File: src/rtl/fir_tap_sequencer.sv
// Control scheduler for a time-multiplexed FIR: one shared MAC sequenced over TAPS coefficients.
// Define FIR_SEQ_PEND_EN to hold one pending sample edge and chain runs without an idle cycle.
module fir_tap_sequencer #(
    parameter int unsigned TAPS     = 16,
    parameter int unsigned ADDR_W   = $clog2(TAPS),
    parameter int unsigned PIPE_LAT = 2
) (
    input  logic              clk_in,
    input  logic              rst_n,
    input  logic              sample_clk,
    input  logic              run_en,
    input  logic              ovr_clr,
    output logic              wr_en,
    output logic [ADDR_W-1:0] wr_addr,
    output logic [ADDR_W-1:0] x_addr,
    output logic [ADDR_W-1:0] c_addr,
    output logic              mac_clr,
    output logic              mac_en,
    output logic              mac_last,
    output logic              out_valid,
    output logic              busy,
    output logic              overrun
);
    typedef enum logic [2:0] {StIdle, StLoad, StMac, StDrain, StDone} state_e;

    localparam logic [ADDR_W-1:0] LastTap   = ADDR_W'(TAPS - 1);
    localparam logic [ADDR_W:0]   TapsW     = (ADDR_W + 1)'(TAPS);
    localparam logic [2:0]        DrainLast = 3'(PIPE_LAT - 1);

    state_e            state_q, state_d;
    logic [ADDR_W-1:0] head_q, head_d;
    logic [ADDR_W-1:0] tap_q, tap_d;
    logic [2:0]        drn_q, drn_d;
    logic              sclk_q;
    logic              ovr_q, ovr_d;

    logic              accept;
    logic              busy_s;
    logic              chain;
    logic              ovr_set;
    logic [ADDR_W-1:0] head_m1;
    logic [ADDR_W:0]   x_sum;

    assign accept  = sample_clk & ~sclk_q & run_en;
    assign busy_s  = (state_q != StIdle);
    assign head_m1 = (head_q == '0) ? LastTap : head_q - 1'b1;
    assign x_sum   = {1'b0, head_q} + {1'b0, tap_q};

`ifdef FIR_SEQ_PEND_EN
    logic pend_q, pend_d;

    // A second edge while one is already pending is the only overrun case.
    always_comb begin
        ovr_set = accept & busy_s & pend_q;
        chain   = pend_q | (accept & busy_s);
        pend_d  = pend_q;
        if (state_q == StDone) begin
            pend_d = 1'b0;
        end else if (accept && busy_s) begin
            pend_d = 1'b1;
        end
    end

    always_ff @(posedge clk_in) begin
        if (!rst_n) begin
            pend_q <= 1'b0;
        end else begin
            pend_q <= pend_d;
        end
    end
`else
    always_comb begin
        ovr_set = accept & busy_s;
        chain   = 1'b0;
    end
`endif

    assign ovr_d = ovr_set | (ovr_q & ~ovr_clr);

    always_ff @(posedge clk_in) begin
        if (!rst_n) begin
            state_q <= StIdle;
            head_q  <= '0;
            tap_q   <= '0;
            drn_q   <= '0;
            sclk_q  <= 1'b1;
            ovr_q   <= 1'b0;
        end else begin
            state_q <= state_d;
            head_q  <= head_d;
            tap_q   <= tap_d;
            drn_q   <= drn_d;
            sclk_q  <= sample_clk;
            ovr_q   <= ovr_d;
        end
    end

    always_comb begin
        state_d = state_q;
        head_d  = head_q;
        tap_d   = tap_q;
        drn_d   = drn_q;
        unique case (state_q)
            StIdle: begin
                if (accept) state_d = StLoad;
            end
            StLoad: begin
                head_d  = head_m1;
                tap_d   = '0;
                state_d = StMac;
            end
            StMac: begin
                if (tap_q == LastTap) begin
                    drn_d   = '0;
                    state_d = (PIPE_LAT == 0) ? StDone : StDrain;
                end else begin
                    tap_d = tap_q + 1'b1;
                end
            end
            StDrain: begin
                if (drn_q == DrainLast) state_d = StDone;
                else                    drn_d   = drn_q + 1'b1;
            end
            StDone: begin
                state_d = chain ? StLoad : StIdle;
            end
            default: state_d = StIdle;
        endcase
    end

    // Address outputs are plain functions of head/tap, so they hold once strobes drop.
    always_comb begin
        wr_en     = (state_q == StLoad);
        mac_clr   = (state_q == StLoad);
        mac_en    = (state_q == StMac);
        mac_last  = (state_q == StMac) && (tap_q == LastTap);
        out_valid = (state_q == StDone);
        busy      = busy_s;
        overrun   = ovr_q;
        wr_addr   = (state_q == StLoad) ? head_m1 : head_q;
        c_addr    = tap_q;
        x_addr    = (x_sum >= TapsW) ? ADDR_W'(x_sum - TapsW) : ADDR_W'(x_sum);
    end

endmodule

File: config.mk
export PLATFORM = sky130hd
export DESIGN_NAME = fir_tap_sequencer
export DESIGN_NICKNAME = d
export VERILOG_FILES = /design/src/rtl/fir_tap_sequencer.sv
export SDC_FILE = /design/constraint.sdc
export NUM_CORES = 1
export LEC_CHECK = 0
export ABC_AREA = 1
export BUFFER_PORTS_ARGS = -buffer_cell sky130_fd_sc_hd__buf_2
export CAP_MARGIN = 20
export CORE_AREA = 2 2 50 52
export CTS_BUF_LIST = sky130_fd_sc_hd__clkbuf_4
export DETAILED_ROUTE_END_ITERATION = 8
export DIE_AREA = 0 0 52 54
export GPL_ROUTABILITY_DRIVEN = 0
export PLACE_DENSITY_LB_ADDON = 0.25
export SYNTH_ARGS = -nofsm -noshare
export SYNTH_HDL_FRONTEND = slang
export SYNTH_SLANG_ARGS = --single-unit
File: constraint.sdc
create_clock -name clk_in -period 2.3 [get_ports clk_in]
set_input_delay 0.23 -clock clk_in [delete_from_list [all_inputs] [get_ports clk_in]]
set_output_delay 0.23 -clock clk_in [all_outputs]
set_load 0.02 [all_outputs]
Word level (Yosys, flattened, before mapping). Cells that the tools add are included.

Flip-flop bits (word level): 16. Bits in latches: 0. RAM bits: 0. Memory bits (read-only): 0. Output and inout bits: 19. Memories kept: 0.

$add $sub $neg: 5. Multiply operators: 0. Div/mod/pow operators: 0. Magnitude comparators: 1. Eq/ne operators: 11. Shift operators: 0. Muxes and demuxes: 12. Bitwise logic cells: 7. Reductions and logical operators: 9.

Operators with widths (number): 2-to-1 mux 4 bit (4); 2-to-1 mux 3 bit (5); case mux 3 bit (4 select lines) (1); != test 2 bit (second input constant) (4); case mux 4 bit (2 select lines) (1); subtractor 4 x 1 -> 4 bit (second input constant) (2); equality test 3 x 1 -> 1 bit (second input constant) (2); equality test 3 x 2 -> 1 bit (second input constant) (2); case mux 3 bit (2 select lines) (1); AND reduction 3 bit (2); adder 4 x 4 -> 5 bit (1); greater-or-equal comparator 5 bit (second input constant) (1); adder 4 x 1 -> 4 bit (second input constant) (1); bitwise AND 1 bit (4); equality test 4 bit (second input constant) (1); zero test 4 bit (1); nonzero test 2 bit (2); adder 3 x 1 -> 3 bit (second input constant) (1); equality test 3 bit (second input constant) (1); zero test 3 bit (1); nonzero test 3 bit (1); != test 2 x 1 -> 1 bit (second input constant) (1); inverter 1 bit (2); AND reduction 2 bit (1); 2 further kinds (2).

Logic depth before layout (Yosys ltp). Gate-level depths: netlist of run 1.

Depth in word-level cells: 5. Gate-level depth with buffers: 8.

Worst setup path before layout of run 1. OpenSTA, ideal clock, no wires.

Kind: flip-flop to output port. From: register tap_q[2], in the netlist c_addr[2]. To: output port x_addr[3]. Arrival: 1.408 ns. Path slack: 0.662 ns. Stages on the path, launching flop included: 5. Buffers on the path: 0. Cell sequence: dfxtp_1 > ha_1 > a21oi_1 > nand2_1 > xnor2_1.

Word-level cells in the longest chain between the ends: 3.

Ends and longest elaborated chain: from (decl) (line 32) `logic [ADDR_W-1:0] tap_q, tap_d;`; from (signal assigned) (line 91) `tap_q <= tap_d;`; adder 4 x 4 -> 5 bit * (line 47) `assign x_sum = {1'b0, head_q} + {1'b0, tap_q};`; subtractor 4 x 1 -> 4 bit or greater-or-equal comparator 5 bit (tied branches) (line 142) `x_addr = (x_sum >= TapsW) ? ADDR_W'(x_sum - TapsW) : ADDR_W'(x_sum);`; 2-to-1 mux 4 bit * (line 142); to (decl) (line 15) `output logic [ADDR_W-1:0] x_addr,`.

Mark *: on every way between the ends. The rest lies on a longest branch, timed or not.

Final worst setup path of run 1.
From: register tap_q[0], in the netlist c_addr[0]. To: output port x_addr[2].

The elaborated chain is that of the path after synthesis.

==> results by group, run 1 <==
STA
  • Clk_skew: approximately 1.7 ps
  • Final setup fails: 0
  • Post-layout minimum cycle time: approximately 1800 ps
  • Setup TNS: 0 ps
  • Setup ws final: 477.9 ps
  • Max-slew violations: 0
  • Hold Vio Cnt, Final: 0
  • Slew headroom: 0.7419
  • Max Clk Rate: between 0.5 and 0.6 GHz
  • Slew @ Worst Pin: 386.8 ps
  • RSZ-0062 raised after global routing: false
  • Tcrit/Tclk final: 0.7922

Synthesis
  • Mux cell area share after synthesis: 0
  • Synth Area per Inst: 7.222 um^2
  • Yosys top cell area share: 0.3261
  • Most frequent cell after synthesis: nand2_1
  • Main combinational cell family by area after synthesis: simple AND/OR/NAND/NOR gates
  • Seq cells post-synth: 16
  • Number of flops mapped to enable cells by yosys: 0
  • Synthesized netlist cell count: 136
  • Yosys warnings: 0
  • Mapped Nets: about 150
  • Async S/R FF share, synth: 0
  • Top cells by count, synth: nand2_1 (26), inv_1 (19), dfxtp_1 (16)
  • Synth area leaders: dfxtp_1 (33%), nand2_1 (9.9%), ha_1 (8.9%)
  • Synth Cell Area: 982.2 um^2
  • Adder-cell share of the synthesized area: 0.1096
  • XOR/XNOR Fraction of Synth Area: 0.03567
  • Predominant post-synthesis flop cell: dfxtp_1
  • Post-synthesis sequential area ratio: 0.3261
  • Distinct cells, synth: 25
  • Cell taking the most area after synthesis: dfxtp_1
  • Share of the synthesized area in compound gates (AO/OA/AOI/OAI): 0.1108
  • Simple-Gate Fraction of Synth Area: 0.3197

Floorplanning
  • Chip height: 54 um
  • Area of the core: roughly 2300 um^2
  • Chip Width: 52 um
  • Top Ports: 24
  • Area of the die: roughly 2800 um^2
  • Starting Density: 0.4234
  • Placement row count: 18

Placement
  • Detailed Place HPWL: 1.642 mm
  • PortBufs: 23
  • Pre-CTS setup slack: 797.4 ps
  • Placed insts: 187
  • Post-detailed-placement cell area: 1124 um^2

CTS
  • H-tree Lvls: 1
  • Setup bufs post-CTS: 0
  • TritonCTS clock tree: done
  • Worst skew pair latency: 280 ps
  • Root buf cell: clkbuf_4
  • CTS sink cnt: 16
  • Clock Path Buffers: 2
  • CTS Buf Count: 3
  • Clock transition at path regs: 90 ps
  • Cts hold-fix bufs: 0
  • Post-CTS sizing: 0

Worst hold path
  • Worst Hold Class: input port to flip-flop
  • Worst hold stages: 2

Global routing
  • Initial antenna violation count: 0
  • Total gr overflow: 0
  • Gr usage total: 0.1719
  • Global-route wire length before repair: 3.601 mm
  • Vias in the first global route: 908
  • Largest net degree at the start of global routing: 12

Critical path
  • Crit Path Max Fanout: 4
  • Critical path endpoint category: primary output
  • Worst endpoint data arrival time: 1590 ps
  • CP required: 2070 ps
  • Worst setup SP type: flip-flop
  • Critical path type: flip-flop to primary output
  • R2r setup slk: 850 ps
  • Worst R2R Path Depth: 7

Power and ir drop
  • Maximum VDD drop: roughly 0.6 mV
  • Lkg Pwr: 0.6239 nW
  • Pwr dens: 1223 nW/um^2

Run
  • Number of max-cap violations: 0

Cells and area
  • Register area: 320.3 um^2
  • Synth-to-Final Area Change: 16.69%
  • Share of post-route cells with drive strength above 1: 0.2563
  • Cell area after layout: approximately 1100 um^2
  • Final net count: 175
  • Final core occ: 0.4941
  • Footprint of the multi-input gates: approximately 570 um^2
  • Final cell count without fillers: 190
  • Fillcell total: 244
  • # diodes: 0

Route
  • DR vias/cell: 5.068
  • Drt total wl: ~2.1 mm
  • DRC: 0
  • DRT Pass-1 Iters: 4
  • WL per Instance: 11.21 um
  • DRT iter0 DRCs: 29
  • Number of routed nets with antenna violations: 0
  • Via Count: 963

Run status
  • Status: completed
## critical path: stages (launching register included)
cell     delay [ps]
dfxtp_1         350
ha_1            230
fa_1            380
xor2_1          160
buf_2           180
## report_power, final
part / internal [mW] / total [mW] / switching (mW)
Clock: 0.0609 / 0.147 / 0.0861
Sequential: 0.336 / 0.408 / 0.0721
Combinational: 0.279 / 0.847 / 0.567
Total: 0.676 / 1.40 / 0.726
## per-stage QoR
step	hold WS (ps)	power, mW
2_1_floorplan	336.6	1.047
3_3_place_gp	444.5	1.233
3_5_place_dp	453.1	1.259
4_1_cts	148.4	1.414
5_1_grt	156.5	1.520
6_report	164.6	1.402
## worst paths after layout
| check | from | end |
|---|---|---|
| worst max-delay path | c_addr[0] | x_addr[2] |
| worst min-delay path | sample_clk | sclk_q |
| worst max register to register | c_addr[1] | c_addr[2] |
| worst min register to register | overrun | overrun |
## per-layer routing
layer / routed length (um) / up-vias / track usage
li1: - / 484 / -
met5: 0 / - / 0
met3: 75 / 6 / 0.02500
met4: 41 / 0 / 0.09649
met1: 895 / 451 / 0.1785
met2: 1117 / 22 / 0.3291
## cells in the final DEF (no fill, tap or decap), types with 3 or more instances in the layout
cell,count
nand4_1,3
inv_1,19
nor3_1,4
nand2_2,5
clkbuf_4,3
buf_2,23
nand3_1,9
nor2_1,11
ha_1,7
o21ai_0,5
nand2_1,26
a21oi_1,12
dfxtp_1,16
## layout make-up
cell class,count,area share
Clock buffer,3,0.01965
Inverter,22,0.07424
Multi-Input combinational cell,96,0.4934
Sequential cell,16,0.2795
Tap cell,30,0.03275
Timing Repair Buffer,23,0.1004
## logic make-up after synthesis
family	count (synthesis)
XOR/XNOR	4
adder cells (fa/ha/maj)	8
AO/OA/AOI/OAI	20
flip-flops	16
buffers and inverters	24
AND/OR/NAND/NOR	64
## flip-flops by register name, summed over array words and instances, names as in the netlist
signal	flops
head_q	4
sclk_q	1
c_addr	4
overrun	1
state_q	3
drn_q	3
Note: power is estimated with default switching activity, not from simulation.
==> inputs of run 2 (changes only) <==
- clock period: 2.3 -> 1.56 ns (I/O delays scaled with it)
==> run 2 against run 1 <==
Net effect: the run now ends with negative setup slack left; critical path type unchanged; highest routed layer unchanged; cell count rose by 3.7%; core utilization rose by 8.1 points; count of clock-buffer cells in the layout did not move; worst hold slack got worse by 86 ps; combinational power rose by 84%; clock skew rose by 3.9 ps; global-route usage rose by 2.1 points.
==> results by group, run 2 (same netlist as run 1, synthesis figures left out) <==
Route
  • WL per Instance: 11.69 um (+4.3%)
  • Via Count: 973 (+1.0%)
  • Number of routed nets with antenna violations: 0 (unchanged)
  • DRT iter0 DRCs: 14 (-52%)
  • DRC: 0 (unchanged)
  • DRT Pass-1 Iters: 4 (unchanged)
  • DR vias/cell: 4.939 (-2.6%)
  • Drt total wl: 2.302 mm (+8.1%)

STA
  • Final setup fails: 4 (+4)
  • Slew headroom: 0.7348 (-0.007101)
  • Post-layout minimum cycle time: 1613 ps
  • Clk_skew: 5.585 ps (+3.890 ps)
  • Setup ws final: -52.66 ps (-530.5 ps)
  • RSZ-0062 raised after global routing: true
  • Max Clk Rate: between 0.6 and 0.7 GHz
  • Tcrit/Tclk final: 1.034
  • Max-slew violations: 0 (unchanged)
  • Hold Vio Cnt, Final: 0 (unchanged)
  • Slew @ Worst Pin: 397.4 ps (+10.64 ps)

Global routing
  • M1 GR Usage: 0.2149 (+0.03644)
  • Met3 usage: 0.02500 (unchanged)
  • Initial antenna violation count: 0 (unchanged)
  • Total gr overflow: 0 (unchanged)
  • Global-route wire length before repair: 3.933 mm (+9.2%)
  • Largest net degree at the start of global routing: 12 (unchanged)
  • Met2 usage: 0.3608 (+0.03165)
  • GR peak layer: met2
  • Vias in the first global route: 940 (+3.5%)
  • Gr usage total: 0.1928 (+0.02088)

Cells and area
  • Fillcell total: 226 (-7.4%)
  • Register area: 339.1 um^2 (+5.9%)
  • Share of post-route cells with drive strength above 1: 0.4311 (+0.1749)
  • Final net count: 181 (+3.4%)
  • Synth-to-Final Area Change: 35.92%
  • Commonest non-fill, non-tap cell in the layout: nand2_1
  • Final core occ: 0.5755 (+0.08145)
  • # diodes: 0 (unchanged)
  • Footprint of the multi-input gates: 656.9 um^2 (+16%)
  • Final cell count without fillers: 197 (+3.7%)
  • Most frequent cells in the layout: nand2_1 (25), buf_2 (17), inv_1 (14)

Worst hold path
  • Worst Hold Class: input port to flip-flop

Placement
  • Detailed Place HPWL: 1.602 mm (-2.4%)
  • PortBufs: 23 (unchanged)
  • Placed insts: 188 (+0.53%)

Power and ir drop
  • Clock network fraction of design power: 0.094 (-0.011)
  • Switching Share: 0.4917 (-0.02600)
  • Lkg Pwr: 0.6648 nW (+6.6%)
  • Pwr dens: 1821 nW/um^2 (+49%)
  • Maximum VDD drop: 1.023 mV (+74%)
  • Internal Power: 1.236 mW (+83%)
  • Logic pwr share: 0.643 (+0.039)
  • Sequential share of power: 0.264 (-0.027)
  • Sw Pwr: 1.195 mW (+65%)
  • Final Power: 2.431 mW (+73%)

Floorplanning
  • Starting Density: 0.4234 (unchanged)
  • Placement row count: 18 (unchanged)
  • Chip height: 54 um (unchanged)
  • Area of the core: 2320 um^2 (unchanged)
  • Chip Width: 52 um (unchanged)
  • Area of the die: 2808 um^2 (unchanged)
  • Top Ports: 24 (unchanged)

CTS
  • Clock Path Buffers: 2 (unchanged)
  • CTS sink cnt: 16 (unchanged)
  • CTS Buf Count: 3 (unchanged)
  • H-tree Lvls: 1 (unchanged)
  • Cts hold-fix bufs: 0 (unchanged)
  • Root buf cell: clkbuf_4
  • Worst skew pair latency: 290 ps (about the same)
  • Clock transition at path regs: 100 ps (about the same)
  • TritonCTS clock tree: done

Critical path
  • Crit Path Max Fanout: 3 (-1)
  • Worst endpoint data arrival time: 1460 ps (-130 ps)
  • CP required: 1400 ps (-670 ps)
  • Critical path type: flip-flop to primary output
  • Critical path endpoint category: primary output
  • Worst setup SP type: flip-flop

Run status
  • Failing checks: negative setup slack
  • Status: finished, violations left

Run
  • Number of max-cap violations: 0 (unchanged)
==> run 2: changes by cell type in the layout (fill, tap and decap cells not counted), moves of 5 or more <==
cell     change
buf_2        -6
buf_4        +8
dfxtp_1      -9
dfxtp_2      +6
inv_1        -5
inv_2        +5
==> run 2: cell type report <==
| class | count | area share |
|---|---|---|
| multi-input cells | 96 | 0.4920 |
| flip-flops and latches | 16 | 0.2540 |
| repair buffers | 29 | 0.1425 |
| inverters | 22 | 0.06373 |
| well taps | 30 | 0.02812 |
| clock buffers | 3 | 0.01687 |
| clock inverters | 1 | 0.002812 |
==> run 2: worst max-delay path: stages (launching register included) <==
cell and delay (ps):
dfxtp_2 360, ha_4 160, fa_2 330, xor2_1 160
buf_4 170
==> run 2: layer usage <==
metal | up-vias | routed length [um]
met3 | 5 | 84
met4 | 0 | 47
met2 | 21 | 1202
met1 | 447 | 967
met5 | - | 0
li1 | 500 | -
==> run 2: timing repair <==
item,CTS,global route
cloned,0,0
pin swaps,4,1
setup endpoints to repair,8,8
setup buffers,5,0
gates resized for setup,37,8
==> run 2: worst paths after layout <==
path	end	depth (start not counted)	slack (ps)	from
max	x_addr[2]	4	-50	head_q[0]
max reg2reg	drn_q[1]	8	190	c_addr[0]
min	sclk_q	2	80	sample_clk
min reg2reg	overrun	2	460	overrun
==> run 2: per-stage QoR <==
stage	area (um^2)	setup TNS, ps	hold WS (ps)	setup slack [ps]
finish	1335	-127.4	78.71	-52.66
global route	1335	-465.0	88.57	-110.9
CTS	1308	-85.01	71.08	-36.98
detailed placement	1139	0	382.2	130.2
global placement	1139	0	375.3	172.5
floorplan	989.7	0	262.6	27.16
==> run 2: power by group through the flow <==
stage	Clock (mW)	Combinational [mW]	Sequential (mW)
after global routing	0.257	1.71	0.652
after CTS	0.238	1.53	0.635
final	0.228	1.56	0.641
after floorplan	0	0.955	0.600
after global placement	0	1.23	0.608
after detailed placement	0	1.25	0.614
